<file path="config.mk">
export PLATFORM = sky130hd
export DESIGN_NAME = nonce_result_collector_flat
export DESIGN_NICKNAME = d
export VERILOG_FILES = /design/src/rtl/nonce_result_collector_if.sv /design/src/rtl/nonce_result_collector.sv /design/src/flat_wrapper.sv
export SDC_FILE = /design/constraint.sdc
export NUM_CORES = 1
export LEC_CHECK = 0
export ABC_AREA = 1
export CELL_PAD_IN_SITES_DETAIL_PLACEMENT = 2
export CELL_PAD_IN_SITES_GLOBAL_PLACEMENT = 2
export CORE_ASPECT_RATIO = 2
export CORE_MARGIN = 2
export CORE_UTILIZATION = 33
export CTS_BUF_LIST = sky130_fd_sc_hd__clkbuf_16
export DETAILED_ROUTE_END_ITERATION = 10
export PLACE_DENSITY = 0.82
export SYNTH_ARGS = -nofsm -noshare
export SYNTH_HDL_FRONTEND = slang
export SYNTH_SLANG_ARGS = --single-unit
</file>
<file path="constraint.sdc">
create_clock -name clk -period 3.9 [get_ports clk]
set_input_delay 0.78 -clock clk [delete_from_list [all_inputs] [get_ports clk]]
set_output_delay 0.78 -clock clk [all_outputs]
set_load 0.01 [all_outputs]
</file>
<file path="src/rtl/nonce_result_collector_if.sv">
// Result/nonce bus between the last lattice stage, the collector and the
// nonce consumer.
//   valid_i, newBlock_i, success_i, partition_i : result from the lattice
//   nonce_o, nonce_valid_o, nonce_ready_i       : nonce stream to the consumer
//   overflow_o, exhausted_o                     : sticky status flags
// slave  : the collector side
// master : the lattice / consumer side (the testbench)
interface nonce_result_collector_if #(
  parameter int LOG2_NUM_CORES = 1
);
  logic                      valid_i;
  logic                      newBlock_i;
  logic                      success_i;
  logic [LOG2_NUM_CORES-1:0] partition_i;
  logic [31:0]               nonce_o;
  logic                      nonce_valid_o;
  logic                      nonce_ready_i;
  logic                      overflow_o;
  logic                      exhausted_o;

  modport slave (
    input  valid_i, newBlock_i, success_i, partition_i, nonce_ready_i,
    output nonce_o, nonce_valid_o, overflow_o, exhausted_o
  );

  modport master (
    output valid_i, newBlock_i, success_i, partition_i, nonce_ready_i,
    input  nonce_o, nonce_valid_o, overflow_o, exhausted_o
  );
endinterface

</file>
<file path="src/rtl/nonce_result_collector.sv">
// Collects winning nonces from the lattice search and queues them for the
// consumer. Tracks the search round, builds nonce = {round, partition},
// buffers it in a small FIFO and flags overflow / nonce-space exhaustion.
// Ports:
//   clk  : rising-edge clock
//   rst  : synchronous active-high reset
//   bus  : nonce_result_collector_if.slave (result in, nonce out, flags)
//
// state     | meaning
// ----------+------------------------------------------------------------
// IDLE      | no block yet; plain results ignored
// SEARCH    | block in progress; rounds count up, successes are queued
// EXHAUSTED | all-ones round done; plain results ignored until new block
module nonce_result_collector #(
  parameter int LOG2_NUM_CORES = 1,
  parameter int FIFO_DEPTH     = 4
) (
  input logic                    clk,
  input logic                    rst,
  nonce_result_collector_if.slave bus
);
  localparam int RW = 32 - LOG2_NUM_CORES;
  localparam int AW = $clog2(FIFO_DEPTH);
  localparam int PW = AW + 1;

  typedef enum logic [1:0] {IDLE, SEARCH, EXHAUSTED} state_t;

  state_t        state;
  // Round that the next plain result in SEARCH will carry.
  logic [RW-1:0] round;
  logic [31:0]   mem [FIFO_DEPTH];
  logic [PW-1:0] wptr;
  logic [PW-1:0] rptr;
  logic [31:0]   head;
  logic          overflow;
  logic          exhausted;

  logic          start;
  logic          plain;
  logic [RW-1:0] cur_round;
  logic [31:0]   nonce_in;
  logic          push;
  logic          empty;
  logic          full;
  logic          pop;
  logic          push_ok;
  logic [PW-1:0] rptr_n;
  logic          mem_we;
  logic [AW-1:0] mem_waddr;

  always_comb begin
    start     = bus.valid_i & bus.newBlock_i;
    plain     = bus.valid_i & ~bus.newBlock_i & (state == SEARCH);
    cur_round = start ? '0 : round;
    nonce_in  = {cur_round, bus.partition_i};
    push      = bus.valid_i & bus.success_i & (bus.newBlock_i | (state == SEARCH));
    empty     = (wptr == rptr);
    full      = (wptr[AW] != rptr[AW]) && (wptr[AW-1:0] == rptr[AW-1:0]);
    pop       = ~empty & bus.nonce_ready_i;
    // A full FIFO still takes a push when the head leaves in the same cycle.
    push_ok   = push & (~full | pop);
    rptr_n    = rptr + PW'(pop);
    // A new block flushes, so its nonce always lands in slot 0.
    mem_we    = ~rst & (start ? push : push_ok);
    mem_waddr = start ? '0 : wptr[AW-1:0];
  end

  always_ff @(posedge clk) begin
    if (mem_we) mem[mem_waddr] <= nonce_in;
  end

  always_ff @(posedge clk) begin
    if (rst) begin
      state     <= IDLE;
      round     <= '0;
      wptr      <= '0;
      rptr      <= '0;
      head      <= '0;
      overflow  <= 1'b0;
      exhausted <= 1'b0;
    end else if (start) begin
      // Flush wins over any pop in the same cycle.
      state     <= SEARCH;
      round     <= RW'(1);
      rptr      <= '0;
      overflow  <= 1'b0;
      exhausted <= 1'b0;
      if (push) begin
        wptr <= PW'(1);
        head <= nonce_in;
      end else begin
        wptr <= '0;
      end
    end else begin
      rptr <= rptr_n;
      if (push_ok) wptr <= wptr + PW'(1);
      if (push && !push_ok) overflow <= 1'b1;
      // head register tracks the entry at the read pointer after this edge;
      // when the FIFO would otherwise be empty the incoming nonce is the head.
      if (wptr == rptr_n) begin
        if (push_ok) head <= nonce_in;
      end else begin
        head <= mem[rptr_n[AW-1:0]];
      end
      if (plain) begin
        if (&round) begin
          state     <= EXHAUSTED;
          exhausted <= 1'b1;
        end else begin
          round <= round + RW'(1);
        end
      end
    end
  end

  assign bus.nonce_o       = head;
  assign bus.nonce_valid_o = ~empty;
  assign bus.overflow_o    = overflow;
  assign bus.exhausted_o   = exhausted;
endmodule

</file>
<file path="src/flat_wrapper.sv">
// flat-port wrapper written by rule: the top's interface ports become plain ports
module nonce_result_collector_flat 
#(
  parameter int LOG2_NUM_CORES = 1,
  parameter int FIFO_DEPTH     = 4
)
  (clk, rst, bus_valid_i, bus_newBlock_i, bus_success_i, bus_partition_i, bus_nonce_ready_i, bus_nonce_o, bus_nonce_valid_o, bus_overflow_o, bus_exhausted_o);
  nonce_result_collector_if #(.LOG2_NUM_CORES(LOG2_NUM_CORES)) bus_i ();
  input logic clk;
  input logic rst;
  input wire logic [$bits(bus_i.valid_i)-1:0] bus_valid_i;
  input wire logic [$bits(bus_i.newBlock_i)-1:0] bus_newBlock_i;
  input wire logic [$bits(bus_i.success_i)-1:0] bus_success_i;
  input wire logic [$bits(bus_i.partition_i)-1:0] bus_partition_i;
  input wire logic [$bits(bus_i.nonce_ready_i)-1:0] bus_nonce_ready_i;
  output wire logic [$bits(bus_i.nonce_o)-1:0] bus_nonce_o;
  output wire logic [$bits(bus_i.nonce_valid_o)-1:0] bus_nonce_valid_o;
  output wire logic [$bits(bus_i.overflow_o)-1:0] bus_overflow_o;
  output wire logic [$bits(bus_i.exhausted_o)-1:0] bus_exhausted_o;
  assign bus_i.valid_i = bus_valid_i;
  assign bus_i.newBlock_i = bus_newBlock_i;
  assign bus_i.success_i = bus_success_i;
  assign bus_i.partition_i = bus_partition_i;
  assign bus_i.nonce_ready_i = bus_nonce_ready_i;
  assign bus_nonce_o = bus_i.nonce_o;
  assign bus_nonce_valid_o = bus_i.nonce_valid_o;
  assign bus_overflow_o = bus_i.overflow_o;
  assign bus_exhausted_o = bus_i.exhausted_o;
  nonce_result_collector #(.LOG2_NUM_CORES(LOG2_NUM_CORES), .FIFO_DEPTH(FIFO_DEPTH)) u_core (.clk(clk), .rst(rst), .bus(bus_i));
endmodule
</file>
Word level (Yosys, flattened, before mapping)
Memories as Yosys holds them, arrays and structs flattened.
Index checks and enable logic that the tools add are counted.
{"block": "op_classes", "n_bitwise": 15, "n_mux": 18, "n_reduce_logical": 13, "addsub": 3, "eq_ne": 8}
{"op": "2-to-1 mux 32 bit", "count": 4}
{"op": "AND reduction 32 bit", "count": 1}
{"op": "adder 31 x 1 -> 31 bit, second input constant", "count": 1}
{"op": "2-to-1 mux 31 bit", "count": 1}
{"op": "AND reduction 31 bit", "count": 1}
{"op": "2-to-1 mux 1 bit", "count": 10}
{"op": "AND 1 bit", "count": 8}
{"op": "AND reduction 2 bit", "count": 4}
{"op": "equality test 3 bit", "count": 2}
{"op": "2-to-1 mux 3 bit", "count": 2}
{"op": "nonzero test 2 bit", "count": 3}
{"op": "inverter 1 bit", "count": 5}
{"op": "adder 3 x 1 -> 3 bit", "count": 1}
{"op": "adder 3 x 1 -> 3 bit, second input constant", "count": 1}
{"op": "inequality test 3 x 1 -> 1 bit, second input constant", "count": 1}
{"op": "equality test 2 x 1 -> 1 bit, second input constant", "count": 1}
{"op": "equality test 2 bit", "count": 1}
{"op": "logical AND 1 bit", "count": 2}
{"op": "2-to-1 mux 2 bit", "count": 1}
{"op": "inequality test 2 x 1 -> 1 bit, second input constant", "count": 1}
{"op": "inequality test 2 bit, second input constant", "count": 1}
{"op": "OR 1 bit", "count": 2}
{"op": "OR reduction 2 bit", "count": 1}
{"op": "logical NOT 1 bit", "count": 1}
{"op": "inequality test 1 bit", "count": 1}
{"block": "totals", "mem_count": 1, "in_bits": 7, "ff_bits": 72, "elab_cells": 66, "out_inout_bits": 35, "ram_bits": 128}
{"memory": "u_core.mem", "depth": 4, "word_bits": 32, "read_ports": 1, "rd_clocked_by_memory_dff": 0, "write_ports": 1, "line_no": "nonce_result_collector.sv:31", "text": "logic [31:0] mem [FIFO_DEPTH];"}

Logic depth before layout (Yosys ltp)
Gate-level depths: netlist (run 1).
{"block": "depth", "depth_word": 9, "depth_mapped": 23, "mapped_depth_nobuf": 20}

Worst setup path before layout (run 1)
No wires, ideal clock.
{"block": "synth_path", "path_type": "input-to-reg", "startpoint": "in bus_valid_i", "endpoint": "mem u_core.mem[2][0], enable pin", "arrival_time_ps": 3702, "required_time_ps": 3439, "path_buffers": 2, "cell_stages": 7, "path_slack_ps": -263, "setup_ps": 461, "cell_sequence": "nand2_1 buf_2 inv_2 buf_2 nor2_1 inv_1 nor3_1"}
{"block": "synth_via", "elab_chain_len": 7, "word_cells_on_any_way": 9, "classes_between": "mux (4); bitwise (5)"}
{"item": "start, declared", "line_no": "flat_wrapper.sv:11", "text": "input wire logic [$bits(bus_i.valid_i)-1:0] bus_valid_i;"}
{"item": "AND 1 bit (2 in series)", "line_no": "nonce_result_collector.sv:56", "text": "push = bus.valid_i & bus.success_i & (bus.newBlock_i | (state == SEARCH));"}
{"item": "AND 1 bit", "line_no": "nonce_result_collector.sv:61", "text": "push_ok = push & (~full | pop);"}
{"item": "2-to-1 mux 1 bit", "line_no": "nonce_result_collector.sv:64", "text": "mem_we = ~rst & (start ? push : push_ok);"}
{"item": "AND 1 bit", "line_no": "nonce_result_collector.sv:64"}
{"item": "2-to-1 mux 1 bit", "line_no": "nonce_result_collector.sv:69", "text": "if (mem_we) mem[mem_waddr] <= nonce_in;"}
{"item": "2-to-1 mux 1 bit (not written as such)", "line_no": "nonce_result_collector.sv:69"}
{"item": "end, declared", "line_no": "nonce_result_collector.sv:31"}
Parallel ways exist; a longest one is shown, timed or not.

Worst setup path after layout (run 1)
{"block": "layout_path", "startpoint": "reg u_core.wptr[0]", "endpoint": "reg u_core.head[0] (netlist: u_core.bus.nonce_o[0])"}
{"block": "layout_via", "elab_chain_len": 7, "word_cells_on_any_way": 15, "classes_between": "add/sub (1); eq/ne (4); mux (2); bitwise (5); reduce/logical (2); memory (1)"}
{"item": "start, declared", "line_no": "nonce_result_collector.sv:32", "text": "logic [PW-1:0] wptr;"}
{"item": "start signal, assigned", "line_no": "nonce_result_collector.sv:96", "text": "if (push_ok) wptr <= wptr + PW'(1);"}
{"item": "equality test 3 bit *", "line_no": "nonce_result_collector.sv:57", "text": "empty = (wptr == rptr);"}
{"item": "inverter 1 bit *", "line_no": "nonce_result_collector.sv:59", "text": "pop = ~empty & bus.nonce_ready_i;"}
{"item": "AND 1 bit *", "line_no": "nonce_result_collector.sv:59"}
{"item": "adder 3 x 1 -> 3 bit *", "line_no": "nonce_result_collector.sv:62", "text": "rptr_n = rptr + PW'(pop);"}
{"item": "named net u_core.rptr_n[0]", "line_no": "nonce_result_collector.sv:47", "text": "logic [PW-1:0] rptr_n;"}
{"item": "memory (4 x 32 bit) or equality test 3 bit (tied branches)"}
{"item": "2-to-1 mux 32 bit or inequality test 3 x 1 -> 1 bit (tied branches)"}
{"item": "2-to-1 mux 32 bit or AND reduction 2 bit (tied branches)"}
{"item": "end signal, assigned", "line_no": "nonce_result_collector.sv:90", "text": "head <= nonce_in;"}
{"item": "end signal, assigned", "line_no": "nonce_result_collector.sv:101", "text": "if (push_ok) head <= nonce_in;"}
{"item": "end signal, assigned", "line_no": "nonce_result_collector.sv:103", "text": "head <= mem[rptr_n[AW-1:0]];"}
{"item": "end, declared", "line_no": "nonce_result_collector.sv:34", "text": "logic [31:0] head;"}
Mark *: on every way through the listed nets, which the timed path passes. The rest lies on a longest branch.
A chain may end at the register's enable or synchronous reset.

==> results of run 1 <==
==> sequential cells by signal, summed over array words and instances, names as in the netlist <==
register and count:
u_core.bus.exhausted_o 1, u_core.bus.nonce_o 32, u_core.bus.overflow_o 1, u_core.mem 128, u_core.round 31, u_core.rptr 3
u_core.state 1, u_core.wptr 3
==> worst min-delay path: stages, from the launching register on <==
cell	delay [ns]
dfxtp_1	0.31
inv_1	0.05
a21oi_1	0.05
==> layout by cell type, fill, tap and decap left out, types with 2 or more instances in the layout <==
cell             count
buf_12               4
nand4_1             36
xor2_1              12
dfxtp_1             72
nor2_1             118
nand2_2              4
clkdlybuf4s50_1     41
nand3b_1             2
inv_2                5
nand2_4              2
clkinv_4             3
a21oi_1             32
edfxtp_1           128
clkinv_1            10
nand2_1            490
buf_4               16
o21ai_0              9
clkbuf_16           17
ha_1                 3
nor2_4               2
nor2_2               7
inv_1              145
nor3_2               4
inv_6                2
nand3_1             86
nor3_1               3
==> layout make-up <==
type / count / area (um2)
clock inverter: 15 / 113
sequential: 200 / 5290
inverter: 153 / 574
multi-input combinational: 816 / 3520
tap: 360 / 450
clock buffer: 17 / 425
timing repair buffer: 61 / 611
fill: 3288 / 17800
==> stage by stage <==
stage	power, uW	util	setup TNS (ns)
final	5110	0.382	0
after global placement	3440	0.363	0
after CTS	5190	0.382	0
after detailed placement	3490	0.363	0
after floorplan	3070	-	-24.10
after global routing	5380	0.382	0
==> metal layers <==
layer  global-route usage  vias up
met5                    0        -
li1                     -     3894
met4               0.0744        0
met2                0.422       93
met1                0.216     4172
met3               0.0268       39
==> final timing paths <==
kind	end	slack (ns)	startpoint
min	u_core.bus.overflow_o	0.46	u_core.bus.overflow_o
max	u_core.bus.nonce_o[0]	0.83	u_core.wptr[0]
max reg2reg	u_core.bus.nonce_o[0]	0.83	u_core.wptr[0]
min reg2reg	u_core.bus.overflow_o	0.46	u_core.bus.overflow_o
==> cells by family (layout without fill, tap and decap cells) <==
| family | count (synthesis) | after routing |
|---|---|---|
| xor gates and xnor gates | 12 | 12 |
| adders and majority gates | 4 | 4 |
| buffers and inverters | 207 | 246 |
| AOI/OAI and AO/OA | 42 | 42 |
| DFF | 200 | 200 |
| and+or+nand+nor | 758 | 758 |
==> power by group through the flow <==
| stage | registers (uW) | logic (uW) | clock network, uW |
|---|---|---|---|
| after detailed placement | 2430 | 1070 | 0 |
| after global routing | 2390 | 1210 | 1790 |
| after global placement | 2420 | 1020 | 0 |
| final | 2370 | 1060 | 1680 |
| after CTS | 2380 | 1090 | 1720 |
| after floorplan | 2440 | 630 | 0 |
==> impl_metrics.py, run 1 <==
metrics = {
    "synth": {
        "synth_top_area_cell": "edfxtp_1",
        "synth_cell_types": 30,
        "synth_top_family_by_area": "simple AND/OR/NAND/NOR gates",
        "synth_top_area_frac": 0.399,
        "syn_nets": 1234,
        "synth_xor_area_frac": 0.0109,
        "synthMuxAreaShare": 0,
        "synth_area_um2": 9630,
        "synth-async-reset-ratio": 0,
        "synthTopCellsByArea": "edfxtp_1 (40%), nand2_1 (19%), dfxtp_1 (15%), inv_1 (5.5%), nor2_1 (4.6%)",
        "synth-simple-area-share": 0.325,
        "synthTopCellsByCount": "nand2_1 (490), inv_1 (142), edfxtp_1 (128)",
        "synthFlopType": "edfxtp_1",
        "synth.most_common_cell": "nand2_1",
        "synth-edff-count": 128,
        "ys_seq_area_frac": 0.549,
        "yosysWarningCount": 0,
        "synth_compound_area_frac": 0.0221,
        "synth_adder_area_share": 0.00520,
        "ys_ff_latch": 200,
        "postSynthAreaPerCell_um2": 7.87,
        "syn_inst": 1223,
    },
    "clock_tree": {
        "clock_latency_ns": 0.46,
        "cts_setup_buffers": 0,
        "cts_hold_buf": 0,
        "cts_tree": "built",
        "root_buffer": "clkbuf_16",
        "cts_made_buffers": 17,
        "cts.sinks": 200,
        "cts_resized": 0,
        "cts_buffer_depth": 2,
        "path_clk_slew_ns": 0.08,
        "h-tree-depth": 4,
    },
    "routing": {
        "wl_met2_mm": 17.8,
        "routed_wl_mm": 30.6,
        "wl_met1_mm": 11.5,
        "route.met3.wl_um": 611,
        "drt-wirelength-per-cell_um": 18.9,
        "vias": 8198,
        "antenna_left": 0,
        "drc": 0,
        "dr.pass1.iters": 4,
        "drtIter0Drc": 358,
        "routed_via_density": 5.05,
        "routed.top_layer": "met4",
    },
    "placement": {
        "dp_cells": 1590,
        "gp_congestion": 0.798,
        "placed_area_um2": 10400,
        "dpl.hpwl_mm": 20.8,
        "post-place-ws_ns": 0.537,
        "port_buffers": 41,
    },
    "power_and_ir_drop": {
        "powerDensity_nw_per_um2": 466,
        "comb_power_share": 0.206,
        "switchingPower_uw": 1550,
        "p_leak_uw": 0.00445,
        "clock_power_share": 0.329,
        "p_seq_frac": 0.465,
        "irDropWorstVdd_v": 0.000304,
        "intPower_uw": 3560,
        "switching_share": 0.304,
    },
    "die": {
        "io_pins": 42,
        "design.core.area_um2": 28700,
        "start_util": 0.335,
        "die_area_um2": 30600,
        "die_h_um": 246,
        "rows": 88,
        "die_x_um": 125,
    },
    "critical_path": {
        "rr_worst_depth": 18,
        "crit_arrival_ns": 3.43,
        "crit_family": "simple AND/OR/NAND/NOR gates",
        "path_max_fanout": 66,
        "cp_common_cell": "nand2_1",
        "cp_data_required_time_ns": 4.26,
        "critPathMaxStageDelay_ns": 0.64,
        "path_depth": 18,
        "path_class": "flop to flop",
        "setup.worst_path.start_class": "flop",
        "crit_slowest_cell": "buf_4",
        "crit_buf_inv": 5,
        "cp_cell_sequence": "inv_2 > nand2_1 > nand2_1 > nor2_2 > nand2_1 > nand2_1 > inv_1 > ha_2 > buf_4 > nand2_1 > nand3_1 > nand2_1 > inv_1 > nand3_1 > nand2_1 > nand2_1 > inv_1 > nor2_1",
        "end_kind": "flop",
    },
    "hold_path": {
        "hold_path_class": "flop to flop",
        "whs_path_depth": 2,
    },
    "global_route": {
        "grt_pass1_wl_mm": 49.7,
        "antenna_found_initial": 0,
        "grt_max_degree": 67,
        "grt_pass1_vias": 9256,
        "grt_overflow": 0,
        "grt_util_all_layers": 0.209,
    },
    "sta": {
        "setup_viol": 0,
        "hold_slack_ns": 0.459,
        "max_slew.worst_pin.slew_ns": 0.805,
        "drv_slew": 0,
        "fmax_mhz": 325,
        "clock-skew-final_ns": 0.0120,
        "rsz0062_at_grt": "no",
        "period_share": 0.788,
        "fin_ws_ns": 0.827,
        "slew_headroom": 0.463,
        "hold_viol_final": 0,
        "min_period_ns": 3.07,
    },
    "finish": {
        "area_growth_pct": 14.0,
        "diodes": 0,
        "finalNonFillerCells": 1622,
        "design_area_um2": 11000,
        "drive_gt1_frac": 0.0571,
        "nets": 1260,
    },
    "flow_run": {
        "maxCapViolCount": 0,
    },
    "run_status": {
        "outcome": "finished, final reports clean",
    },
}
Power figures use the tool's default switching activity.
==> run 2, diff against run 1 <==
clock period = 2.8 ns   (was 3.9 ns; I/O delays follow)
==> run 2 against run 1 <==
  * Critical path depth grew 2
  * Critical path type unchanged
  * Non-clock buffer count rose by 12
  * Sequential cell count is the same
  * Register-to-register slack got worse by 0.61 ns
  * Critical endpoint is now u_core.bus.nonce_o[29]
  * Design area up 2.4%
  * Global-route usage is 0.12 points higher
  * Sequential share of layout area down 1.1 points
  * Sequential power rose by 40%
  * Worst hold slack gained 0.0048 ns
  * Die area did not move
==> impl_metrics.py, run 2 (synthesized netlist as in run 1, its figures left out) <==
metrics = {
    "finish": {
        "drive_gt1_frac": 0.0699,
        "nets": 1272,
        "finalNonFillerCells": 1634,
        "layout_commonest_cell": "nand2_1",
        "largest_register_ffs": 128,
        "layout_common_cells": "nand2_1 (490), inv_1 (145), edfxtp_1 (128)",
        "largest-register": "u_core.mem",
        "final_util": 0.391,
        "num-fill-cells": 3258,
        "diodes": 0,
        "area_growth_pct": 16.7,
    },
    "critical_path": {
        "path_max_fanout": 22,
        "crit_slowest_cell": "dfxtp_1",
        "cp_data_required_time_ns": 3.17,
        "cp_cell_sequence": "inv_1 > nand2_1 > nand2_1 > nor2_2 > nand2_1 > nand2_1 > inv_1 > ha_2 > ha_1 > inv_2 > nand2_1 > nand2_1 > nor2_1 > nand2_2 > nand2_4 > nand3_2 > buf_12 > nand2_1 > inv_1 > nor2_1",
        "cp_common_cell": "nand2_1",
        "setup.worst_path.start_class": "flop",
        "end_kind": "flop",
        "path_class": "flop to flop",
        "crit_arrival_ns": 2.95,
        "critPathMaxStageDelay_ns": 0.37,
    },
    "clock_tree": {
        "cts_buffer_depth": 2,
        "cts.sinks": 200,
        "path_clk_slew_ns": 0.07,
        "root_buffer": "clkbuf_16",
        "cts_hold_buf": 0,
        "h-tree-depth": 4,
        "clock_latency_ns": 0.45,
        "cts_tree": "built",
        "cts_made_buffers": 17,
    },
    "die": {
        "die_x_um": 125,
        "die_area_um2": 30600,
        "io_pins": 42,
        "rows": 88,
        "design.core.area_um2": 28700,
        "die_h_um": 246,
        "start_util": 0.335,
    },
    "power_and_ir_drop": {
        "p_seq_frac": 0.455,
        "comb_power_share": 0.216,
        "intPower_uw": 5090,
        "powerDensity_nw_per_um2": 648,
        "switching_share": 0.301,
        "switchingPower_uw": 2190,
        "irDropWorstVdd_v": 0.000404,
        "clock_power_share": 0.329,
        "p_leak_uw": 0.00458,
    },
    "run_status": {
        "outcome": "finished, final reports clean",
    },
    "global_route": {
        "grt_overflow": 0,
        "grt_pass1_wl_mm": 49.7,
        "antenna_found_initial": 0,
        "grt_max_degree": 67,
        "grt_util_all_layers": 0.210,
        "grt_pass1_vias": 9159,
    },
    "routing": {
        "drc": 0,
        "drtIter0Drc": 394,
        "dr.pass1.iters": 4,
        "routed_wl_mm": 31.5,
        "vias": 8209,
        "drt-wirelength-per-cell_um": 19.3,
        "antenna_left": 0,
        "routed_via_density": 5.02,
    },
    "placement": {
        "dp_cells": 1600,
        "post-place-ws_ns": -0.0214,
        "dpl.hpwl_mm": 21.2,
        "gp_congestion": 0.833,
        "port_buffers": 41,
    },
    "sta": {
        "max_slew.worst_pin.slew_ns": 0.568,
        "hold_viol_final": 0,
        "clock-skew-final_ns": 0.00775,
        "slew_headroom": 0.620,
        "drv_slew": 0,
        "tns_ns": 0,
        "min_period_ns": 2.58,
        "fin_ws_ns": 0.219,
        "fmax_mhz": 387,
        "period_share": 0.922,
        "setup_viol": 0,
    },
    "hold_path": {
        "hold_path_class": "flop to flop",
    },
    "flow_run": {
        "maxCapViolCount": 0,
    },
}
-- run 2: critical path: cells and delay by family (launching register included) --
kind | cells | cell delay, ns
simple gates | 13 | 1.20
fa+ha+maj | 2 | 0.48
buf+inv | 5 | 0.42
flops | 1 | 0.37
-- run 2: cell type report --
type | count | area [um2] | share of cell area
inverters | 153 | 574 | 0.0511
repair buffers | 73 | 822 | 0.0731
clock buffers | 18 | 450 | 0.0401
well taps | 360 | 450 | 0.0401
clock inverters | 14 | 108 | 0.00957
flip-flops and latches | 200 | 5290 | 0.471
multi-input cells | 816 | 3550 | 0.315
-- run 2: layer usage --
metal / track usage / routed length, um
met5: 0 / 0
met4: 0.0744 / 790
met3: 0.0311 / 734
met2: 0.421 / 18100
met1: 0.217 / 11900
-- run 2: what timing repair did --
| item | in CTS | in global routing |
|---|---|---|
| resized for setup | 0 | 5 |
| setup endpoints to repair | 0 | 32 |
| setup buffers | 0 | 1 |
-- run 2: through the flow --
stage,total power (uW),area (um2),hold slack [ns]
6_report,7290,11200,0.464
5_1_grt,7660,11200,0.487
4_1_cts,7330,11200,0.473
3_5_place_dp,4920,10600,0.458
3_3_place_gp,4840,10600,0.441
2_1_floorplan,4280,9650,0.444
-- run 2: path summary, 6_finish.rpt --
| path | startpoint | cells past startpoint | slack, ns | end |
|---|---|---|---|---|
| hold reg to reg | u_core.bus.overflow_o | 2 | 0.46 | u_core.bus.overflow_o |
| setup / recovery | u_core.rptr[0] | 20 | 0.22 | u_core.bus.nonce_o[29] |
| setup reg to reg | u_core.rptr[0] | 20 | 0.22 | u_core.bus.nonce_o[29] |
| hold / removal | u_core.bus.overflow_o | 2 | 0.46 | u_core.bus.overflow_o |
-- run 2: power groups by stage --
stage	combinational (uW)	clock, uW	sequential [uW]
finish	1580	2400	3310
global route	1780	2550	3330
CTS	1560	2450	3320
detailed placement	1540	0	3380
global placement	1460	0	3380
floorplan	878	0	3400
